`src/rtl/mul_share_pkg.sv`:
```
// Shared widths, pipeline depth and FSM encoding for the multiplier-sharing arbiter.
// sat_prod clamps the full product into the signed P_W-bit result range.
package mul_share_pkg;

    localparam int A_W      = 11;
    localparam int B_W      = 16;
    localparam int P_W      = 24;
    localparam int FULL_W   = 27;
    localparam int PIPE_LAT = 3;

    typedef enum logic [1:0] {
        ST_IDLE  = 2'd0,
        ST_RUN   = 2'd1,
        ST_DRAIN = 2'd2
    } state_e;

    // The product fits in P_W signed bits only when the bits above the result sign all agree.
    function automatic logic [P_W-1:0] sat_prod(input logic signed [FULL_W-1:0] p);
        logic [FULL_W-P_W:0] hi;
        logic [P_W-1:0]      r;
        hi = p[FULL_W-1:P_W-1];
        if (hi == '0 || hi == '1) begin
            r = p[P_W-1:0];
        end else if (p[FULL_W-1]) begin
            r = {1'b1, {(P_W-1){1'b0}}};
        end else begin
            r = {1'b0, {(P_W-1){1'b1}}};
        end
        return r;
    endfunction

endpackage

```
`src/rtl/mul_share_dsp_core.sv`:
```
// Signed A_W x B_W multiplier: input regs, product reg, output reg.
// Latency: 3 ce-qualified edges from operand capture to p_o; ce low freezes every stage.
// Backpressure: none; ce is the only stall.
module mul_share_dsp_core
    import mul_share_pkg::*;
(
    input  logic                     clk_i,
    input  logic                     rst_i,
    input  logic                     ce_i,
    input  logic signed [A_W-1:0]    a_i,
    input  logic signed [B_W-1:0]    b_i,
    output logic signed [FULL_W-1:0] p_o
);

    logic signed [A_W-1:0]    a_q;
    logic signed [B_W-1:0]    b_q;
    logic signed [FULL_W-1:0] m_d, m_q, p_q;

    // Sign-extend both operands first so the product is computed at full width.
    assign m_d = FULL_W'(a_q) * FULL_W'(b_q);

    always_ff @(posedge clk_i or posedge rst_i) begin
        if (rst_i) begin
            a_q <= '0;
            b_q <= '0;
            m_q <= '0;
            p_q <= '0;
        end else if (ce_i) begin
            a_q <= a_i;
            b_q <= b_i;
            m_q <= m_d;
            p_q <= m_q;
        end
    end

    assign p_o = p_q;

endmodule

```
`src/rtl/mul_share_arbiter.sv`:
```
// Round-robin share of one pipelined signed 11x16 multiplier; result 3 ce-qualified edges after accept.
// Backpressure: one-hot req_ready only in RUN with ce high; MUL_SHARE_SAT_EN saturates, else wraps to 24 bits.
module mul_share_arbiter
    import mul_share_pkg::*;
#(
    parameter int N_REQ = 4,
    parameter int ID_W  = 3
) (
    input  logic                 clk,
    input  logic                 reset,
    input  logic                 ce,
    input  logic                 enable,
    input  logic [N_REQ-1:0]     req_valid,
    output logic [N_REQ-1:0]     req_ready,
    input  logic [N_REQ*A_W-1:0] req_a,
    input  logic [N_REQ*B_W-1:0] req_b,
    output logic                 res_valid,
    output logic [ID_W-1:0]      res_id,
    output logic [P_W-1:0]       res_data,
    output logic                 busy,
    output logic                 drain_done
);

    typedef struct packed {
        logic            vld;
        logic [ID_W-1:0] id;
    } tag_t;

    state_e                   state_q, state_d;
    logic [ID_W-1:0]          ptr_q, ptr_d;
    tag_t [PIPE_LAT-1:0]      tag_q;
    logic                     res_valid_q;
    logic [ID_W-1:0]          res_id_q;
    logic [P_W-1:0]           res_data_q, res_data_d;
    logic                     drain_done_q;

    logic [N_REQ-1:0]         gnt;
    logic [ID_W-1:0]          gnt_id;
    logic                     found;
    logic [A_W-1:0]           a_sel;
    logic [B_W-1:0]           b_sel;
    logic                     accept;
    logic                     in_flight;
    logic                     any_tag;
    logic signed [FULL_W-1:0] prod;

    // First pass covers requesters at or after the pointer, second pass wraps to the low ones.
    always_comb begin
        gnt    = '0;
        gnt_id = '0;
        found  = 1'b0;
        for (int i = 0; i < N_REQ; i++) begin
            if (!found && req_valid[i] && (ID_W'(i) >= ptr_q)) begin
                found     = 1'b1;
                gnt[i]    = 1'b1;
                gnt_id    = ID_W'(i);
            end
        end
        for (int i = 0; i < N_REQ; i++) begin
            if (!found && req_valid[i]) begin
                found     = 1'b1;
                gnt[i]    = 1'b1;
                gnt_id    = ID_W'(i);
            end
        end
    end

    assign req_ready = ((state_q == ST_RUN) && ce) ? gnt : '0;
    assign accept    = |req_ready;

    always_comb begin
        a_sel = '0;
        b_sel = '0;
        for (int i = 0; i < N_REQ; i++) begin
            if (gnt[i]) begin
                a_sel = req_a[i*A_W +: A_W];
                b_sel = req_b[i*B_W +: B_W];
            end
        end
    end

    // The last tag stage retires at the coming edge, so it does not hold DRAIN open.
    always_comb begin
        in_flight = 1'b0;
        any_tag   = 1'b0;
        for (int s = 0; s < PIPE_LAT; s++) begin
            any_tag = any_tag | tag_q[s].vld;
            if (s < PIPE_LAT-1) begin
                in_flight = in_flight | tag_q[s].vld;
            end
        end
    end

    always_comb begin
        state_d = state_q;
        ptr_d   = ptr_q;
        if (accept) begin
            ptr_d = (gnt_id == ID_W'(N_REQ-1)) ? '0 : gnt_id + 1'b1;
        end
        case (state_q)
            ST_IDLE:  if (enable)     state_d = ST_RUN;
            ST_RUN:   if (!enable)    state_d = ST_DRAIN;
            ST_DRAIN: if (!in_flight) state_d = ST_IDLE;
            default:                  state_d = ST_IDLE;
        endcase
    end

    mul_share_dsp_core u_core (
        .clk_i (clk),
        .rst_i (reset),
        .ce_i  (ce),
        .a_i   (a_sel),
        .b_i   (b_sel),
        .p_o   (prod)
    );

`ifdef MUL_SHARE_SAT_EN
    assign res_data_d = sat_prod(prod);
`else
    assign res_data_d = P_W'(prod);
`endif

    always_ff @(posedge clk or posedge reset) begin
        if (reset) begin
            state_q      <= ST_IDLE;
            ptr_q        <= '0;
            tag_q        <= '0;
            res_valid_q  <= 1'b0;
            res_id_q     <= '0;
            res_data_q   <= '0;
            drain_done_q <= 1'b0;
        end else if (ce) begin
            state_q      <= state_d;
            ptr_q        <= ptr_d;
            tag_q[0].vld <= accept;
            tag_q[0].id  <= gnt_id;
            for (int s = 1; s < PIPE_LAT; s++) begin
                tag_q[s] <= tag_q[s-1];
            end
            res_valid_q  <= tag_q[PIPE_LAT-1].vld;
            if (tag_q[PIPE_LAT-1].vld) begin
                res_id_q   <= tag_q[PIPE_LAT-1].id;
                res_data_q <= res_data_d;
            end
            drain_done_q <= (state_q == ST_DRAIN) && (state_d == ST_IDLE);
        end
    end

    assign res_valid  = res_valid_q;
    assign res_id     = res_id_q;
    assign res_data   = res_data_q;
    assign drain_done = drain_done_q;
    assign busy       = (state_q != ST_IDLE) || any_tag || res_valid_q;

endmodule

```
`config.mk`:
```
export PLATFORM = sky130hd
export DESIGN_NAME = mul_share_arbiter
export DESIGN_NICKNAME = d
export VERILOG_FILES = /design/src/rtl/mul_share_pkg.sv /design/src/rtl/mul_share_dsp_core.sv /design/src/rtl/mul_share_arbiter.sv
export SDC_FILE = /design/constraint.sdc
export NUM_CORES = 1
export LEC_CHECK = 0
export CAP_MARGIN = 20
export CORE_UTILIZATION = 62
export DETAILED_ROUTE_END_ITERATION = 7
export PLACE_DENSITY = 0.85
export SLEW_MARGIN = 20
export SYNTH_ARGS = -nofsm -noshare
export SYNTH_HDL_FRONTEND = slang
export SYNTH_HIERARCHICAL = 1
export SYNTH_SLANG_ARGS = --single-unit
export TNS_END_PERCENT = 30
```
`constraint.sdc`:
```
create_clock -name clk -period 13.4 [get_ports clk]
set_clock_uncertainty 0.15 [all_clocks]
set_input_delay 3.35 -clock clk [delete_from_list [all_inputs] [get_ports clk]]
set_output_delay 3.35 -clock clk [all_outputs]
set_load 0.005 [all_outputs]
```
# == Word-level counts from Yosys, hierarchy flattened ==
# Cells that the tools add are included.
# totals
regBits,121
latchBits,0
mem_bits_rw,0
rom_bits,0
inputBits,116
memories,0
# op_classes
addsub,1
n_mul,1
n_div,0
magnitude_cmp,4
eq_ne,3
shift,0
mux,35
bitwise_logic,2
n_reduce_logical,28
# ops
cell,count
16-bit 2-to-1 mux,4
11-bit 2-to-1 mux,4
11-bit by 16-bit multiplier with 24-bit output,1
3-bit 2-to-1 mux,7
1-bit 2-to-1 mux,15
1-bit logical AND,13
1-bit zero test,7
"1-bit by 3-bit greater-or-equal comparator with 1-bit output, first input constant",2
"2-bit by 3-bit greater-or-equal comparator with 1-bit output, first input constant",2
2-bit 2-to-1 mux,3
2-bit one-hot mux with 3 select lines,1
2-bit zero test,2
4-bit 2-to-1 mux,1
2-bit AND reduction,2
4-bit OR reduction,1
"3-bit by 1-bit adder with 3-bit output, second input constant",1
"3-bit by 2-bit == test with 1-bit output, second input constant",1
"2-bit by 1-bit == test with 1-bit output, second input constant",1
"2-bit == test, second input constant",1
1-bit logical OR,2
1-bit OR,2
2-bit nonzero test,1

# == Logic depth before layout (Yosys ltp) ==
# depth
word_depth,30
mapped_depth,22

# == Hierarchy ==
# The synthesis kept the hierarchy.
# by_module_without_submodules
mod,n_inst,cells_each,area_each_um2,seq_area_each_um2
mul_share_dsp_core,1,932,9480.3,2026.9
mul_share_arbiter,1,258,2424.8,1026.0

# == Least setup slack after synthesis ==
# OpenSTA, ideal clock, no wires.
# synth_timing
kind,input port to output port
from,input port req_valid[3]
to,output port req_ready[1]
arrival_time_ps,4299
path_slack_ps,5601
cell_stages,5
path_buffers,1
cell_sequence,or2_1 -> nand2_1 -> o211a_1 -> clkbuf_1 -> and2_1
# synth_via
elab_chain_len,10
# synth_rtl
item,line_no,rtl
"start, declared",mul_share_arbiter.sv:13,"input logic [N_REQ-1:0] req_valid,"
1-bit logical AND (*) (2 in series),mul_share_arbiter.sv:53,if (!found && req_valid[i] && (ID_W'(i) >= ptr_q)) begin
1-bit 2-to-1 mux (*),mul_share_arbiter.sv:53,
1-bit zero test,mul_share_arbiter.sv:60,if (!found && req_valid[i]) begin
1-bit logical AND,mul_share_arbiter.sv:60,
1-bit 2-to-1 mux (*),mul_share_arbiter.sv:60,
1-bit zero test (*),mul_share_arbiter.sv:60,
1-bit logical AND (*),mul_share_arbiter.sv:60,
1-bit 2-to-1 mux (*),mul_share_arbiter.sv:60,
4-bit 2-to-1 mux (*),mul_share_arbiter.sv:68,assign req_ready = ((state_q == ST_RUN) && ce) ? gnt : '0;
"end, declared",mul_share_arbiter.sv:14,"output logic [N_REQ-1:0] req_ready,"
# Every way passes the cells marked *; elsewhere a longest branch is shown, timed or not.

# == Worst setup path after layout ==
# layout_timing
from,input port req_valid[2]
to,output port req_ready[0]
# layout_via
elab_chain_len,11
# layout_rtl
item,line_no
1-bit logical AND (*) (2 in series),mul_share_arbiter.sv:53
1-bit 2-to-1 mux (*),mul_share_arbiter.sv:53
1-bit zero test,mul_share_arbiter.sv:53
1-bit logical AND (2 in series),mul_share_arbiter.sv:53
1-bit 2-to-1 mux (*),mul_share_arbiter.sv:53
1-bit zero test (*),mul_share_arbiter.sv:60
1-bit logical AND (*),mul_share_arbiter.sv:60
1-bit 2-to-1 mux (*),mul_share_arbiter.sv:60
4-bit 2-to-1 mux (*),mul_share_arbiter.sv:68
# Marks and branches as above.

==> impl_results.md <==
- Status: completed
- Slack of the worst reg-to-reg path: roughly 7300 ps
- Via density: about 5.8
- Height of the die: roughly 140 µm
- Via count: 8399
- TritonCTS clock tree: yes
- CP max-delay cell: and2_1
- Worst-Skew Late Latency: 420 ps
- CP Launch Type: input port
- WL/cell: around 19 µm
- CP Data Arrival Time: around 5800 ps
- Vias in the first global route: a little over 9000
- Top Metal Used: met4
- Hold Buf Count CTS: 0
- Initial antenna violation count: 0
- First-pass GRT wire length: 45400 µm
- Initial Util: roughly 64%
- Period utilization: a little under 70%
- Final Hold Fails: 0
- Register clock-pin slew on the reported worst setup and hold paths: 50 ps
- YS warnings: 6
- Full die area: approximately 0.019 mm²
- Total setup buffers inserted after CTS: 0
- Die W: about 140 µm
- Crit-path max cell delay: roughly 840 ps
- Hold path depth: 1
- Syn_nets: 1437
- Total track usage: around 33%
- Setup TNS: 0 ps
- Critical Path Fanout Max: 29
- Clock Path Buffers: 2
- Area grow syn2layout: 19.2%
- Routability cong.: 0.866
- Max cap viols: 0
- CP Buf/Inv Count: 2
- Synth Instances: between 1000 and 1500
- Synthesized area: roughly 0.011 mm²
- Met1 WL: slightly above 10000 µm
- Antenna Nets Post-Route: 0
- Critical hold path startpoint: u_core/m_q[16]
- Hold Crit Endpoint: u_core/m_q[16]
- Required time worst endpoint: between 9000 and 10000 ps
- Largest net degree at the start of global routing: 76
- Count of final setup violators: 0
- CP delay by family, top: simple AND/OR/NAND/NOR gates
- Inserted Clock Buffers: 17
- Initial DRC count: 516
- H-tree depth: 4
- Post_cts resized: 0
- CTS root buf: clkbuf_16
- Worst Hold Class: reg2reg
- Worst R2R Start: u_core/a_q[5]
- Worst path cell trace: clkdlybuf4s50_1 -> o21a_1 -> o22ai_1 -> and2_1 -> and2_1 -> clkdlybuf4s50_1
- Sink Count: 116
- Port-buffer cells: ~150
- Routed wl met2: between 10000 and 15000 µm
- Routed WL: around 27000 µm
- Worst setup EP type: primary output
- Layout cells sized above 1: approximately an eighth
- Pre-antenna DRT Iters: 5
- RSZ-0062 raised after global routing: false
- Syn Area/Cell: approximately 10 µm²
- N_diodes: 0
- Max-slew violations: 0
- DRC Markers: 0
- R2r worst-path depth: 17
- Met3 Routed Length: 1690 µm
- Fin nets: about 1500
- Slew HR: just over 30%
- FP Rows: 48
- Min cycle time layout: ~9300 ps
- Kind of critical path: in2out
- RR Endpoint: u_core/m_q[23]
- Detail Placement HPWL: between 15000 and 20000 µm
- Achievable frequency: 107 MHz
- I/O pin count: 150
- Grt total ovfl: 0
- Measured slew at the worst slew-check pin: roughly 1000 ps
- Core Box Area: between 0.015 and 0.02 mm²
worst max-delay path by stage:
stage,depth (start not counted),startpoint,slack [ps],end
after floorplan,5,req_valid[3],5600,req_ready[1]
after global placement,6,req_valid[2],4160,req_ready[0]
after detailed placement,6,req_valid[2],4100,req_ready[0]
after CTS,6,req_valid[2],4100,req_ready[0]
after global routing,6,req_valid[2],3970,req_ready[0]
final,6,req_valid[2],4070,req_ready[0]
worst register-to-register path, stage by stage (launching register included):
cell	delay, ps
dfrtp_1	910
nand2_1	190
fa_1	560
inv_1	50
fa_1	550
fa_1	420
fa_1	490
inv_1	50
fa_1	470
inv_1	40
ha_1	380
o21ai_1	120
a21oi_2	210
o211ai_1	200
a2111oi_2	480
nor3_1	130
or4b_1	510
o2111ai_1	120
through the flow:
stage / instances / util [%] / hold WS (ps) / area (µm²) / setup slack, ps
after floorplan: 1114 / - / 321 / 11200 / 5600
after global placement: 1427 / 72.8 / 331 / 12700 / 4160
after detailed placement: 1427 / 72.8 / 341 / 12700 / 4100
after CTS: 1459 / 76.4 / 356 / 13300 / 4100
after global routing: 1459 / 76.4 / 372 / 13300 / 3970
final: 1459 / 76.4 / 354 / 13300 / 4070
state kept, by name, summed over array words and instances, names as in the netlist:
register	flops
res_data	24
u_core/m_q	24
u_core/p_o	24
u_core/b_q	16
u_core/a_q	11
tag_q	9
ptr_q	2
res_id	2
state_q	2
drain_done	1
res_valid	1
routing by layer:
layer / global-route usage (%) / up-vias
met2: 57.7 / 374
met3: 6.67 / 80
met1: 37.9 / 4228
met4: 15.3 / 0
met5: 0 / -
li1: - / 3717
cells in the final DEF (no fill, tap or decap), types with 4 or more instances in the layout:
cell type          n
a21o_1             4
a21oi_1           17
a221oi_1          28
a31oi_1            6
and2_1            75
buf_4              5
bufinv_16          4
clkbuf_16         17
clkdlybuf4s50_1  147
clkinvlp_4         5
dfrtp_1          116
fa_1             152
ha_1              55
inv_1            193
mux2_2           103
nand2_1          132
nand2b_1           7
nand3_1            4
nor2_1            51
o21a_1             4
o21ai_0           21
o21ai_1           21
xnor2_1           10
xor2_1             6
final cells by class:
class                      instances  area [µm²]
multi-input combinational        739        7250
fill                            1124        4110
sequential                       116        2900
timing repair buffer             152        1510
inverter                         195         732
clock buffer                      18         429
tap                              225         282
clock inverter                    14         201
Power is left out: the tool's default activity adds up to more than one toggle a clock period on the data nets, which glitch-free logic cannot reach.
